$ cat config.mk
export PLATFORM = sky130hd
export DESIGN_NAME = cache_ctrl_flat
export DESIGN_NICKNAME = d
export VERILOG_FILES = /design/src/rtl/cache_ctrl_if.sv /design/src/rtl/cache_ctrl.sv /design/src/flat_wrapper.sv
export SDC_FILE = /design/constraint.sdc
export NUM_CORES = 1
export LEC_CHECK = 0
export CORE_ASPECT_RATIO = 1.4
export CORE_MARGIN = 1
export CORE_UTILIZATION = 54
export CTS_BUF_LIST = sky130_fd_sc_hd__clkbuf_8 sky130_fd_sc_hd__clkbuf_16
export DETAILED_ROUTE_END_ITERATION = 6
export PLACE_DENSITY_LB_ADDON = 0.3
export SLEW_MARGIN = 20
export SYNTH_ARGS = -nofsm -noshare
export SYNTH_HDL_FRONTEND = slang
export SYNTH_SLANG_ARGS = --single-unit
$ cat constraint.sdc
create_clock -name clock -period 3.2 [get_ports clock]
set_input_delay 0.48 -clock clock [delete_from_list [all_inputs] [get_ports clock]]
set_output_delay 0.48 -clock clock [all_outputs]
set_load 0.02 [all_outputs]
$ cat src/rtl/cache_ctrl_if.sv
// CPU request/response and main-memory port bundle for cache_ctrl.
// slave = the cache controller, master = the CPU plus memory environment.
interface cache_ctrl_if;
    logic       cpu_req;
    logic       cpu_wren;
    logic [7:0] cpu_tag;
    logic [7:0] cpu_wdata;
    logic       cpu_ready;
    logic       cpu_done;
    logic       cpu_hit;
    logic [7:0] cpu_rdata;
    logic [7:0] mp_address;
    logic [7:0] mp_data;
    logic       mp_wren;
    logic [7:0] mp_q;

    modport slave (
        input  cpu_req, cpu_wren, cpu_tag, cpu_wdata, mp_q,
        output cpu_ready, cpu_done, cpu_hit, cpu_rdata, mp_address, mp_data, mp_wren
    );

    modport master (
        output cpu_req, cpu_wren, cpu_tag, cpu_wdata, mp_q,
        input  cpu_ready, cpu_done, cpu_hit, cpu_rdata, mp_address, mp_data, mp_wren
    );
endinterface

$ cat src/rtl/cache_ctrl.sv
// 4-line fully associative write-back cache controller with true-LRU replacement.
// CACHE_CTRL_WRITE_ALLOCATE_EN selects write-allocate on write miss (default: write-through no-allocate).
module cache_ctrl (
    input logic         clock,
    input logic         resetn,
    cache_ctrl_if.slave bus
);
`ifdef CACHE_CTRL_WRITE_ALLOCATE_EN
    localparam bit ALLOC = 1'b1;
`else
    localparam bit ALLOC = 1'b0;
`endif

    typedef enum logic [2:0] {IDLE, LOOKUP, WRBACK, FETCH, FETCH_WAIT, RESPOND} state_t;
    state_t state, state_nxt;

    logic [3:0][7:0] tag, data;
    logic [3:0]      valid, dirty;
    logic [3:0][1:0] age;

    logic       wren_r, hit_r;
    logic [7:0] tag_r, wdata_r, rdata_r;
    logic [1:0] way_r;

    logic       hit;
    logic [1:0] hit_way, vic_way;

    always_comb begin
        hit     = 1'b0;
        hit_way = '0;
        for (int i = 0; i < 4; i++)
            if (valid[i] && tag[i] == tag_r) begin
                hit     = 1'b1;
                hit_way = 2'(i);
            end
    end

    // Prefer the lowest empty line; only evict the LRU line when all are full.
    always_comb begin
        vic_way = '0;
        if (&valid) begin
            for (int i = 0; i < 4; i++)
                if (age[i] == 2'd3) vic_way = 2'(i);
        end else begin
            for (int i = 3; i >= 0; i--)
                if (!valid[i]) vic_way = 2'(i);
        end
    end

    always_ff @(posedge clock or negedge resetn)
        if (!resetn) state <= IDLE;
        else         state <= state_nxt;

    always_comb begin
        state_nxt = state;
        case (state)
            IDLE:       if (bus.cpu_req) state_nxt = LOOKUP;
            LOOKUP: begin
                if (hit)                                    state_nxt = RESPOND;
                else if (wren_r && !ALLOC)                  state_nxt = WRBACK;
                else if (valid[vic_way] && dirty[vic_way])  state_nxt = WRBACK;
                else if (wren_r)                            state_nxt = RESPOND;
                else                                        state_nxt = FETCH;
            end
            WRBACK:     state_nxt = wren_r ? RESPOND : FETCH;
            FETCH:      state_nxt = FETCH_WAIT;
            FETCH_WAIT: state_nxt = RESPOND;
            RESPOND:    state_nxt = IDLE;
            default:    state_nxt = IDLE;
        endcase
    end

    always_comb begin
        bus.cpu_ready  = (state == IDLE);
        bus.cpu_done   = (state == RESPOND);
        bus.cpu_hit    = (state == RESPOND) && hit_r;
        bus.cpu_rdata  = rdata_r;
        bus.mp_address = '0;
        bus.mp_data    = '0;
        bus.mp_wren    = 1'b0;
        case (state)
            WRBACK: begin
                bus.mp_wren = 1'b1;
                // Without allocation, WRBACK doubles as the write-through cycle.
                if (wren_r && !ALLOC) begin
                    bus.mp_address = tag_r;
                    bus.mp_data    = wdata_r;
                end else begin
                    bus.mp_address = tag[way_r];
                    bus.mp_data    = data[way_r];
                end
            end
            FETCH:   bus.mp_address = tag_r;
            default: ;
        endcase
    end

    always_ff @(posedge clock or negedge resetn) begin
        if (!resetn) begin
            tag     <= '0;
            data    <= '0;
            valid   <= '0;
            dirty   <= '0;
            for (int i = 0; i < 4; i++) age[i] <= 2'(i);
            wren_r  <= 1'b0;
            hit_r   <= 1'b0;
            tag_r   <= '0;
            wdata_r <= '0;
            rdata_r <= '0;
            way_r   <= '0;
        end else begin
            case (state)
                IDLE: if (bus.cpu_req) begin
                    wren_r  <= bus.cpu_wren;
                    tag_r   <= bus.cpu_tag;
                    wdata_r <= bus.cpu_wdata;
                end
                LOOKUP: begin
                    hit_r <= hit;
                    way_r <= hit ? hit_way : vic_way;
                    if (hit && !wren_r) rdata_r <= data[hit_way];
                    if (hit && wren_r) begin
                        data[hit_way]  <= wdata_r;
                        dirty[hit_way] <= 1'b1;
                    end
                end
                FETCH_WAIT: begin
                    data[way_r]  <= bus.mp_q;
                    tag[way_r]   <= tag_r;
                    valid[way_r] <= 1'b1;
                    dirty[way_r] <= 1'b0;
                    rdata_r      <= bus.mp_q;
                end
                RESPOND: begin
                    if (!hit_r && wren_r && ALLOC) begin
                        data[way_r]  <= wdata_r;
                        tag[way_r]   <= tag_r;
                        valid[way_r] <= 1'b1;
                        dirty[way_r] <= 1'b1;
                    end
                    // A non-allocating write miss leaves the cache, ages included, untouched.
                    if (hit_r || !wren_r || ALLOC)
                        for (int i = 0; i < 4; i++)
                            if (2'(i) == way_r)        age[i] <= 2'd0;
                            else if (age[i] < age[way_r]) age[i] <= age[i] + 2'd1;
                end
                default: ;
            endcase
        end
    end
endmodule

$ cat src/flat_wrapper.sv
// flat-port wrapper written by rule: the top's interface ports become plain ports
module cache_ctrl_flat 
  (clock, resetn, bus_cpu_req, bus_cpu_wren, bus_cpu_tag, bus_cpu_wdata, bus_mp_q, bus_cpu_ready, bus_cpu_done, bus_cpu_hit, bus_cpu_rdata, bus_mp_address, bus_mp_data, bus_mp_wren);
  cache_ctrl_if bus_i ();
  input logic clock;
  input logic resetn;
  input wire logic [$bits(bus_i.cpu_req)-1:0] bus_cpu_req;
  input wire logic [$bits(bus_i.cpu_wren)-1:0] bus_cpu_wren;
  input wire logic [$bits(bus_i.cpu_tag)-1:0] bus_cpu_tag;
  input wire logic [$bits(bus_i.cpu_wdata)-1:0] bus_cpu_wdata;
  input wire logic [$bits(bus_i.mp_q)-1:0] bus_mp_q;
  output wire logic [$bits(bus_i.cpu_ready)-1:0] bus_cpu_ready;
  output wire logic [$bits(bus_i.cpu_done)-1:0] bus_cpu_done;
  output wire logic [$bits(bus_i.cpu_hit)-1:0] bus_cpu_hit;
  output wire logic [$bits(bus_i.cpu_rdata)-1:0] bus_cpu_rdata;
  output wire logic [$bits(bus_i.mp_address)-1:0] bus_mp_address;
  output wire logic [$bits(bus_i.mp_data)-1:0] bus_mp_data;
  output wire logic [$bits(bus_i.mp_wren)-1:0] bus_mp_wren;
  assign bus_i.cpu_req = bus_cpu_req;
  assign bus_i.cpu_wren = bus_cpu_wren;
  assign bus_i.cpu_tag = bus_cpu_tag;
  assign bus_i.cpu_wdata = bus_cpu_wdata;
  assign bus_i.mp_q = bus_mp_q;
  assign bus_cpu_ready = bus_i.cpu_ready;
  assign bus_cpu_done = bus_i.cpu_done;
  assign bus_cpu_hit = bus_i.cpu_hit;
  assign bus_cpu_rdata = bus_i.cpu_rdata;
  assign bus_mp_address = bus_i.mp_address;
  assign bus_mp_data = bus_i.mp_data;
  assign bus_mp_wren = bus_i.mp_wren;
  cache_ctrl u_core (.clock(clock), .resetn(resetn), .bus(bus_i));
endmodule
Word level (Yosys, flattened, before mapping)
Index checks and enable logic that the tools add are counted.

Add/sub/neg operators: 4. $mul: 0. Divide/modulo/power cells: 0. $lt $le $gt $ge: 9. Equal/unequal tests: 18. Shift-type cells: 0. Mux-type cells: 64. Bitwise operators: 4. Reduce and logical (&&, ||, !) cells: 27.

Operators with widths (number): bitwise mux 32 bit (3); 2-to-1 mux 8 bit (9); case mux 32 bit (2 select lines) (1); binary-select mux 8 bit (select 2 bit) (3); 2-to-1 mux 2 bit (19); demux 8 bit (select 2 bit) (2); == test 8 bit (4); 2-to-1 mux 32 bit (1); case mux 8 bit (2 select lines) (2); case mux 3 bit (5 select lines) (1); 2-to-1 mux 1 bit (12); 2-to-1 mux 3 bit (4); AND reduction 3 bit (4); logical AND 1 bit (10); nonzero test 2 bit (5); less-than comparator 2 x 3 -> 1 bit (second input constant) (3); adder 2 x 1 -> 2 bit (second input constant) (4); less-than comparator 2 bit (4); OR 4 bit (2); case mux 4 bit (2 select lines) (1); == test 2 bit (second input constant) (3); == test 3 x 2 -> 1 bit (second input constant) (2); == test 3 bit (second input constant) (2); AND reduction 2 bit (3); other kinds (17) (22).

Register bits: 111. Latch bits: 0. Memory bits (writable): 0. ROM bits: 0. Output and inout bits: 28. Word-level logic and storage cells: 147. Memories: 0.

Longest topological paths before layout
Gate-level depths: netlist of run 1.

Depth in word-level cells: 12. Depth in mapped cells: 9. Mapped depth without buffers: 7.

Least setup slack after synthesis of run 1
Ideal clock, no wire load.

Path kind: flip-flop to flip-flop. From: reg u_core.way_r[1]. To: reg u_core.age[6] (netlist name). Library setup time: 0.085 ns. Data arrival time: 2.661 ns. Required time: 3.115 ns. Slack: 0.454 ns. Cell stages (with the launch flop): 10. Buffers on the path: 3. Clock period less this slack: 2.746 ns. Cell sequence: dfrtp_1 -> buf_2 -> clkbuf_1 -> clkbuf_1 -> mux4_2 -> inv_1 -> ha_1 -> a21o_1 -> a21boi_0 -> mux2_1.

Word-level cells in the longest chain between the ends: 5. Elaborated cells between the ends (all ways): 7. Classes of those cells: order compare: 1; eq/ne: 1; mux: 3; reduce/logical: 2.

Ends and longest elaborated chain: start: declaration (RTL line cache_ctrl.sv:23) `logic [1:0] way_r;`; start signal: assignment (RTL line cache_ctrl.sv:120) `way_r <= hit ? hit_way : vic_way;`; binary-select mux 2 bit (select 2 bit) (RTL line cache_ctrl.sv:145) `else if (age[i] < age[way_r]) age[i] <= age[i] + 2'd1;`; 2-to-1 mux 2 bit (not written as such) (RTL line cache_ctrl.sv:145); less-than comparator 2 bit (RTL line cache_ctrl.sv:145); nonzero test 2 bit (no line); AND reduction 3 bit (no line); end signal: indexed assignment (RTL line cache_ctrl.sv:144) `if (2'(i) == way_r) age[i] <= 2'd0;`; end: declaration (RTL line cache_ctrl.sv:19) `logic [3:0][1:0] age;`.

Several ways; a longest one is shown, not always the timed one. The select of a mux whose other input is x is not followed. A chain may end at the register's enable or synchronous reset.

Worst setup path after layout of run 1
From: reg u_core.way_r[1]. To: out bus_mp_data[1].

Word-level cells in the longest chain between the ends: 4.

Ends and longest elaborated chain: binary-select mux 8 bit (select 2 bit) (RTL line cache_ctrl.sv:90) `bus.mp_data = data[way_r];`; 2-to-1 mux 8 bit (not written as such) (RTL line cache_ctrl.sv:90); 2-to-1 mux 8 bit (RTL line cache_ctrl.sv:85) `if (wren_r && !ALLOC) begin`; 2-to-1 mux 8 bit (RTL line cache_ctrl.sv:81) `case (state)`; end: declaration (RTL line flat_wrapper.sv:17) `output wire logic [$bits(bus_i.mp_data)-1:0] bus_mp_data;`.

Every way passes these cells. The select of a mux whose other input is x is not followed.

==> impl_metrics.env, run 1 <==
export IMPL_antenna_cells=0
export IMPL_avgSynthCellArea_um2=10.9
export IMPL_period_share_pct=91.5
export IMPL_drc=0
export IMPL_crit_path_end_kind="output port"
export IMPL_cts_tree="built"
export IMPL_final_area_mm2=0.00734
export IMPL_worst_slack_ns=0.273
export IMPL_grt_util_all_layers_pct=28.5
export IMPL_cts_root_buf="clkbuf_16"
export IMPL_place_ws_ns=0.593
export IMPL_max_stage_delay_ns=0.58
export IMPL_gp_congestion=0.840
export IMPL_p_switching_mw=2.83
export IMPL_setup_violations=0
export IMPL_hold_violations=0
export IMPL_pwr_share_comb_pct=46.1
export IMPL_power_frac_clock_pct=15.0
export IMPL_first_pass_iters=5
export IMPL_rows=46
export IMPL_fillers=907
export IMPL_cp_slowest_cell="dfrtp_1"
export IMPL_clk_pin_slew_ns=0.08
export IMPL_dp_hpwl_um=11100
export IMPL_ios=56
export IMPL_outcome="finished, final reports clean"
export IMPL_area_delta_synth_final_pct=15.9
export IMPL_vias=4835
export IMPL_cts_sinks=111
export IMPL_yosysTopAreaCellShare_pct=42.3
export IMPL_ys_ff_latch=111
export IMPL_grt_pass1_vias=4917
export IMPL_finClkSkew_ns=0.00834
export IMPL_p_sw_share_pct=39.5
export IMPL_synth_ff_type="dfrtp_1"
export IMPL_synth_edff_count=0
export IMPL_cts_resized_gates=0
export IMPL_hp_class="primary input to async pin"
export IMPL_synth_area_leaders="dfrtp_1 42%, mux2_2 9.1%, mux4_2 6.8%, mux2i_1 5.2%, nand2_1 4.7%"
export IMPL_cp_start_kind="flip-flop"
export IMPL_p_leak_nw=3.26
export IMPL_die_width_um=93.6
export IMPL_worst_endpoint_arrival_ns=2.45
export IMPL_grt_pass1_wl_um=25900
export IMPL_synth_nets=616
export IMPL_yosys_cell_types_count=59
export IMPL_setup_worst_path_class="flip-flop to output port"
export IMPL_cts_inserted_buffers=9
export IMPL_port_buffers=55
export IMPL_ant_nets=0
export IMPL_fmax_mhz=342
export IMPL_grt_overflow=0
export IMPL_coreArea_mm2=0.0114
export IMPL_grt_max_degree=64
export IMPL_nets=670
export IMPL_clockBufferDepth=2
export IMPL_ys_seq_area_share_pct=43.9
export IMPL_finalWorstPathRequiredPeriod_ns=2.93
export IMPL_cts_setup_buffers=0
export IMPL_peakVddDrop_mv=0.569
export IMPL_wl_per_cell_um=20.7
export IMPL_slew_viol_final=0
export IMPL_ctsHoldBuffers=0
export IMPL_final_setup_tns_ns=0
export IMPL_totalWireLength_um=16200
export IMPL_async_flop_share_pct=100
export IMPL_powerDensity_mw_per_mm2=977
export IMPL_syn_inst=581
export IMPL_htreeDepth=3
export IMPL_path_cells="buf_4 > mux4_2 > mux2i_1 > nor2_1 > clkdlybuf4s50_1"
export IMPL_rsz0062_at_grt="false"
export IMPL_start_util_pct=55.6
export IMPL_drtIter0Drc=359
export IMPL_intPower_mw=4.34
export IMPL_via_per_inst=6.17
export IMPL_synth_most_common_cell="dfrtp_1"
export IMPL_yosysWarnings=0
export IMPL_relSlewSlack_pct=43.1
export IMPL_synth_commonest_cells="107 x dfrtp_1, 79 x nand2_1, 51 x mux2_2"
export IMPL_yosysTopAreaCell="dfrtp_1"
export IMPL_worst_slew_pin_slew_ns=0.847
export IMPL_finalPower_mw=7.18
export IMPL_antenna_found_initial=0
export IMPL_max_cap_violations=0
export IMPL_clock_latency_ns=0.35
export IMPL_drive_gt1_share_pct=20.3
export IMPL_dieArea_mm2=0.0122
export IMPL_syn_area_mm2=0.00634
export IMPL_postPlaceCellArea_mm2=0.00706
export IMPL_cp_required_ns=2.72
export IMPL_cp_max_fo=23
export IMPL_die_h_um=130
export IMPL_p_seq_share_pct=38.9
-- worst max-delay path, delay by kind of cell, from the launching register on --
kind | cells | cell delay, ns
buffers and inverters | 2 | 0.94
DFF | 1 | 0.58
muxes | 2 | 0.51
and+or+nand+nor | 1 | 0.05
-- registers in the layout (all words and copies together), names as in the netlist, 3 cells and up --
register / cells
u_core.dirty: 4
u_core.bus.cpu_rdata: 8
u_core.age: 8
u_core.state: 3
u_core.tag: 32
u_core.data: 32
u_core.valid: 4
u_core.tag_r: 8
u_core.wdata_r: 8
-- power by group through the flow --
stage	sequential, mW	clock [mW]	combinational [mW]
3_5_place_dp	2.80	0	3.30
5_1_grt	2.87	1.14	3.61
6_report	2.79	1.08	3.31
2_1_floorplan	2.50	0	2.58
4_1_cts	2.77	1.10	3.33
3_3_place_gp	2.75	0	3.21
-- cell type report --
cell class	count	area, µm²	area share (%)
clock buffers	10	239	3.25
clock inverters	6	46.3	0.630
inverters	5	18.8	0.256
multi-input cells	426	3310	45.1
flip-flops and latches	111	2780	37.9
well taps	144	180	2.45
repair buffers	82	763	10.4
-- layer usage --
metal	GRT usage, %	wire length, µm
met5	0	0
met4	13.3	446
met3	3.55	906
met2	50.0	8550
met1	34.8	6310
-- logic make-up after synthesis --
kind of cell / count (synthesis) / synth area share [%]
and+or+nand+nor: 182 / 13.7
DFF: 111 / 43.9
muxes: 104 / 21.2
AOI/OAI and AO/OA: 101 / 11.4
buffers and inverters: 44 / 3.91
xor gates and xnor gates: 32 / 4.42
adders and majority gates: 7 / 1.38
-- worst paths after layout --
check,end,slack (ns),cells past startpoint,startpoint
max,bus_mp_data[1],0.27,5,u_core.way_r[1]
max reg2reg,u_core.bus.cpu_rdata[2],0.53,6,u_core.tag_r[6]
min,u_core.wdata_r[4],0.16,1,resetn
max in group asynchronous,u_core.age[6],2.24,2,resetn
min reg2reg,u_core.dirty[3],0.49,1,u_core.dirty[3]
min in group clock,u_core.dirty[3],0.49,1,u_core.dirty[3]
-- metrics by stage --
stage	std cells	hold slack (ns)	utilization [%]
after floorplan	581	0.184	-
after global placement	768	0.455	61.9
after detailed placement	768	0.469	61.9
after CTS	784	0.184	64.4
after global routing	784	0.214	64.4
final	784	0.160	64.4
-- placed cells by master, fill, tap and decap left out, types with 10 or more instances in the layout --
master and count:
o21a_1 10, nor2_1 47, nand2_1 79, mux2_2 51, a21oi_1 20, dfrtp_1 107, mux4_2 19, mux2i_1 33
clkdlybuf4s50_1 54, xnor2_1 25, buf_4 27, a22o_1 19
(Power assumes the default switching activity.)
==> run 2: changes to the inputs <==
- CTS_BUF_LIST: sky130_fd_sc_hd__clkbuf_8 sky130_fd_sc_hd__clkbuf_16 -> sky130_fd_sc_hd__clkbuf_4 sky130_fd_sc_hd__clkbuf_8 sky130_fd_sc_hd__clkbuf_16
- PLACE_DENSITY_LB_ADDON: 0.3 -> 0.25
==> run 2 against run 1 <==
Non-clock buffer count is 2 higher; die area stayed put; clock power hardly changed; combinational power hardly changed; critical path depth stayed put; wire length is 1.1% lower; maximum frequency is 0.81% higher; worst hold slack worse by 0.081 ns; power hardly changed; clock skew is 0.0038 ns higher; cell count is 0.26% higher; global-route usage is 0.61 points lower.
==> impl_metrics.env, run 2 (synthesis gave the netlist of run 1 again) <==
export IMPL_rr_endpoint="u_core.age[6]"
export IMPL_final_seq_area_mm2=0.00278
export IMPL_reg2reg_depth=7
export IMPL_pwr_share_comb_pct=45.6
export IMPL_p_leak_nw=3.27
export IMPL_die_h_um=130
export IMPL_finalWorstPathRequiredPeriod_ns=2.90
export IMPL_relSlewSlack_pct=57.5
export IMPL_r2r_start="u_core.way_r[1]"
export IMPL_coreArea_mm2=0.0114
export IMPL_area_delta_synth_final_pct=16.0
export IMPL_powerDensity_mw_per_mm2=977
export IMPL_rows=46
export IMPL_setup_violations=0
export IMPL_hold_violations=0
export IMPL_die_width_um=93.6
export IMPL_cts_setup_buffers=0
export IMPL_clockBufferDepth=2
export IMPL_drive_gt1_share_pct=20.6
export IMPL_dieArea_mm2=0.0122
export IMPL_wl_per_cell_um=20.4
export IMPL_cts_inserted_buffers=9
export IMPL_worst_endpoint_arrival_ns=2.42
export IMPL_final_setup_tns_ns=0
export IMPL_finClkSkew_ns=0.0121
export IMPL_totalWireLength_um=16000
export IMPL_ant_nets=0
export IMPL_port_buffers=55
export IMPL_period_share_pct=90.7
export IMPL_cp_required_ns=2.72
export IMPL_cts_tree="built"
export IMPL_final_common_cell="dfrtp_1"
export IMPL_cts_sinks=111
export IMPL_clock_latency_ns=0.36
export IMPL_grt_util_all_layers_pct=27.9
export IMPL_first_pass_iters=4
export IMPL_final_cell_mix="107 x dfrtp_1, 79 x nand2_1, 54 x clkdlybuf4s50_1, 51 x mux2_2, 47 x nor2_1"
export IMPL_drc=0
export IMPL_p_switching_mw=2.85
export IMPL_p_seq_share_pct=39.0
export IMPL_via_per_inst=6.09
export IMPL_ios=56
export IMPL_grt_pass1_vias=4985
export IMPL_antenna_found_initial=0
export IMPL_gp_congestion=0.851
export IMPL_htreeDepth=3
export IMPL_hold_slack_ns=0.0794
export IMPL_crit_path_end_kind="output port"
export IMPL_rsz0062_at_grt="false"
export IMPL_cts_resized_gates=0
export IMPL_final_area_mm2=0.00735
export IMPL_p_sw_share_pct=39.7
export IMPL_grt_max_degree=37
export IMPL_nets=672
export IMPL_worst_slew_pin_slew_ns=0.638
export IMPL_clk_pin_slew_ns=0.08
export IMPL_drtIter0Drc=330
export IMPL_hp_class="primary input to async pin"
export IMPL_max_cap_violations=0
export IMPL_fillers=925
export IMPL_cp_max_fo=23
export IMPL_grt_overflow=0
export IMPL_dp_hpwl_um=11300
export IMPL_ctsHoldBuffers=0
export IMPL_grt_pass1_wl_um=25400
export IMPL_worst_slack_ns=0.296
export IMPL_antenna_cells=0
export IMPL_cts_root_buf="clkbuf_16"
export IMPL_slew_viol_final=0
export IMPL_peakVddDrop_mv=0.520
export IMPL_setup_worst_path_class="flip-flop to output port"
export IMPL_rrSetupSlack_ns=0.53
export IMPL_place_ws_ns=0.538
export IMPL_vias=4785
export IMPL_largest_registers="u_core.data: 32 flops, u_core.tag: 32 flops"
export IMPL_intPower_mw=4.33
export IMPL_multi_input_area_mm2=0.00331
export IMPL_fmax_mhz=344
export IMPL_cp_start_kind="flip-flop"
export IMPL_postPlaceCellArea_mm2=0.00706
export IMPL_outcome="finished, final reports clean"
export IMPL_start_util_pct=55.6
export IMPL_power_frac_clock_pct=15.4
[run 2: metrics by stage]
stage | utilization [%] | power [mW] | cells
floorplan | - | 5.08 | 581
detailed placement | 62.0 | 6.09 | 770
finish | 64.5 | 7.18 | 786
global placement | 62.0 | 5.95 | 770
CTS | 64.5 | 7.20 | 786
global route | 64.5 | 7.61 | 786
[run 2: per-layer routing]
metal / GRT usage (%) / part of all wire [%] / vias up
met4: 15.7 / 3.9 / 0
met5: 0 / 0 / -
li1: - / - / 2185
met3: 3.44 / 4.8 / 45
met1: 32.8 / 39 / 2383
met2: 49.0 / 52 / 172
[run 2: worst max-delay path, cell delays in order, from the launching register on]
cell and delay (ns):
dfrtp_1 0.57, buf_4 0.40, mux4_2 0.37, mux2i_1 0.14
nor2_1 0.05, clkdlybuf4s50_1 0.53
[run 2: area by class of cell]
| type | count | area share [%] |
|---|---|---|
| timing repair buffer | 84 | 10.4 |
| clock buffer | 9 | 3.06 |
| sequential | 111 | 37.9 |
| tap | 144 | 2.45 |
| clock inverter | 7 | 0.851 |
| multi-input combinational | 426 | 45.1 |
| inverter | 5 | 0.255 |
[run 2: worst max-delay path by stage]
stage / end / startpoint / slack, ns
detailed placement: u_core.age[6] / u_core.way_r[1] / 0.54
global route: bus_mp_data[6] / u_core.way_r[1] / 0.18
CTS: bus_mp_data[2] / u_core.way_r[1] / 0.29
global placement: u_core.data[19] / u_core.tag_r[7] / 0.68
floorplan: u_core.age[6] / u_core.way_r[1] / 0.45
finish: bus_mp_data[2] / u_core.way_r[1] / 0.30
[run 2: power by group through the flow]
stage / combinational, mW / sequential, mW / clock (mW)
floorplan: 2.58 / 2.50 / 0
global placement: 3.19 / 2.76 / 0
detailed placement: 3.28 / 2.80 / 0
CTS: 3.30 / 2.78 / 1.12
global route: 3.56 / 2.88 / 1.17
finish: 3.28 / 2.80 / 1.11
==> run 3: changes to the inputs <==
- GPL_TIMING_DRIVEN: not set -> 0
==> run 3 against run 2 <==
Clock power shrank 5%; global-route usage increased by 1.6 points; core utilization rose by 0.38 points; critical path type unchanged.
==> impl_metrics.env, run 3 (synthesis gave the netlist of run 1 again) <==
export IMPL_outcome="finished, final reports clean"
export IMPL_crit_family="buffers and inverters"
export IMPL_antenna_found_initial=0
export IMPL_cts_sinks=111
export IMPL_max_stage_delay_ns=0.57
export IMPL_ant_nets=0
export IMPL_cts_root_buf="clkbuf_16"
export IMPL_cp_slowest_cell="clkdlybuf4s50_1"
export IMPL_rows=46
export IMPL_rsz0062_at_grt="false"
export IMPL_via_per_inst=6.05
export IMPL_drtIter0Drc=501
export IMPL_dieArea_mm2=0.0122
export IMPL_setup_worst_path_class="flip-flop to output port"
export IMPL_vias=4822
export IMPL_ios=56
export IMPL_clockBufferDepth=2
export IMPL_die_h_um=130
export IMPL_crit_buf_inv=4
export IMPL_worst_endpoint_arrival_ns=2.61
export IMPL_final_area_mm2=0.00739
export IMPL_drc=0
export IMPL_hold_violations=0
export IMPL_totalWireLength_um=17100
export IMPL_grt_max_degree=73
export IMPL_largest_registers="u_core.data: 32 flops, u_core.tag: 32 flops"
export IMPL_use_met2_pct=50.7
export IMPL_grt_busiest_layer="met2"
export IMPL_dp_hpwl_um=11500
export IMPL_rrSetupSlack_ns=0.33
export IMPL_path_cells="buf_4 > clkbuf_4 > buf_4 > mux4_2 > mux2i_1 > nor2_1 > clkdlybuf4s50_1"
export IMPL_finalPower_mw=7.27
export IMPL_crit_path_end_kind="output port"
export IMPL_setup_violations=0
export IMPL_cts_tree="built"
export IMPL_wl_per_cell_um=21.4
export IMPL_worst_slew_pin_slew_ns=1.14
export IMPL_grt_util_all_layers_pct=29.4
export IMPL_cp_max_fo=10
export IMPL_nets=683
export IMPL_period_share_pct=96.5
export IMPL_powerDensity_mw_per_mm2=984
export IMPL_rr_endpoint="u_core.tag[21]"
export IMPL_coreArea_mm2=0.0114
export IMPL_relSlewSlack_pct=23.6
export IMPL_cp_start_kind="flip-flop"
export IMPL_clk_pin_slew_ns=0.07
export IMPL_peakVddDrop_mv=0.590
export IMPL_worst_slack_ns=0.110
export IMPL_final_common_cell="dfrtp_1"
export IMPL_use_met3_pct=4.43
export IMPL_met1_usage_pct=35.9
export IMPL_port_buffers=55
export IMPL_final_cell_mix="107 x dfrtp_1, 79 x nand2_1, 54 x clkdlybuf4s50_1, 51 x mux2_2, 46 x nor2_1"
export IMPL_reg2reg_depth=6
export IMPL_htreeDepth=3
export IMPL_finClkSkew_ns=0.00517
export IMPL_max_cap_violations=0
export IMPL_fmax_mhz=324
export IMPL_drive_gt1_share_pct=19.9
export IMPL_start_util_pct=55.6
export IMPL_first_pass_iters=5
export IMPL_grt_overflow=0
export IMPL_place_ws_ns=-0.344
export IMPL_clock_latency_ns=0.36
export IMPL_area_delta_synth_final_pct=16.6
export IMPL_finish_utilization_pct=64.9
export IMPL_finalWorstPathRequiredPeriod_ns=3.09
export IMPL_cp_common_cell="buf_4"
export IMPL_grt_pass1_vias=4834
export IMPL_slew_viol_final=0
export IMPL_die_width_um=93.6
export IMPL_gp_congestion=0.891
export IMPL_hp_class="primary input to async pin"
export IMPL_antenna_cells=0
export IMPL_cp_required_ns=2.72
export IMPL_cts_inserted_buffers=9
export IMPL_p_leak_nw=3.27
export IMPL_grt_pass1_wl_um=26200
export IMPL_ctsHoldBuffers=0
export IMPL_postPlaceCellArea_mm2=0.00710
export IMPL_r2r_start="u_core.state[2]"
run 3: cell count changes in the layout (fill, tap and decap cells not counted), moves of 3 or more:
| cell | before | now |
|---|---|---|
| buf_2 | 0 | 10 |
| buf_6 | 0 | 10 |
| inv_6 | 3 | 0 |
| clkbuf_1 | 0 | 12 |
| buf_4 | 30 | 4 |
| clkinv_2 | 0 | 3 |
run 3: area by class of cell:
cell class	count	area, µm²
sequential	111	2780
timing repair buffer	56	579
multi-input combinational	426	3310
tap	144	180
fill	905	4000
inverter	5	18.8
clock inverter	6	37.5
buffer	39	246
clock buffer	10	233
run 3: layer usage:
metal | part of all wire [%] | vias up
li1 | - | 2214
met1 | 38 | 2383
met2 | 53 | 177
met3 | 5.3 | 48
met4 | 3.8 | 0
met5 | 0 | -
run 3: stage by stage:
step / TNS (ns) / hold WS (ns) / instances
floorplan: 0 / 0.184 / 581
global placement: -285.04 / 0.454 / 780
detailed placement: -3.24 / 0.423 / 781
CTS: 0 / 0.0473 / 797
global route: 0 / 0.0606 / 797
finish: 0 / 0.0271 / 797
run 3: how the worst max path moves through the flow:
stage,startpoint,end,slack [ns],cells after the start
floorplan,u_core.way_r[1],u_core.age[6],0.45,9
global placement,resetn,u_core.tag[22],-2.60,1
detailed placement,u_core.way_r[1],u_core.age[6],-0.34,9
CTS,u_core.way_r[0],bus_mp_address[0],0.02,5
global route,u_core.way_r[1],bus_mp_data[5],0.03,7
finish,u_core.way_r[1],bus_mp_data[5],0.11,7
run 3: power by group:
| group | switching [mW] | leakage (nW) | internal [mW] | total [mW] |
|---|---|---|---|---|
| Clock | 0.517 | 0.128 | 0.533 | 1.05 |
| Combinational | 1.78 | 1.79 | 1.83 | 3.61 |
| Sequential | 0.583 | 1.35 | 2.03 | 2.61 |
| Total | 2.88 | 3.27 | 4.39 | 7.27 |
run 3: what timing repair did:
action | 4_1_cts | 5_1_grt
hold endpoints to repair | 0 | 0
setup buffers | 0 | 0
setup endpoints to repair | 18 | 16
gates resized for setup | 6 | 4
cloned | 0 | 0
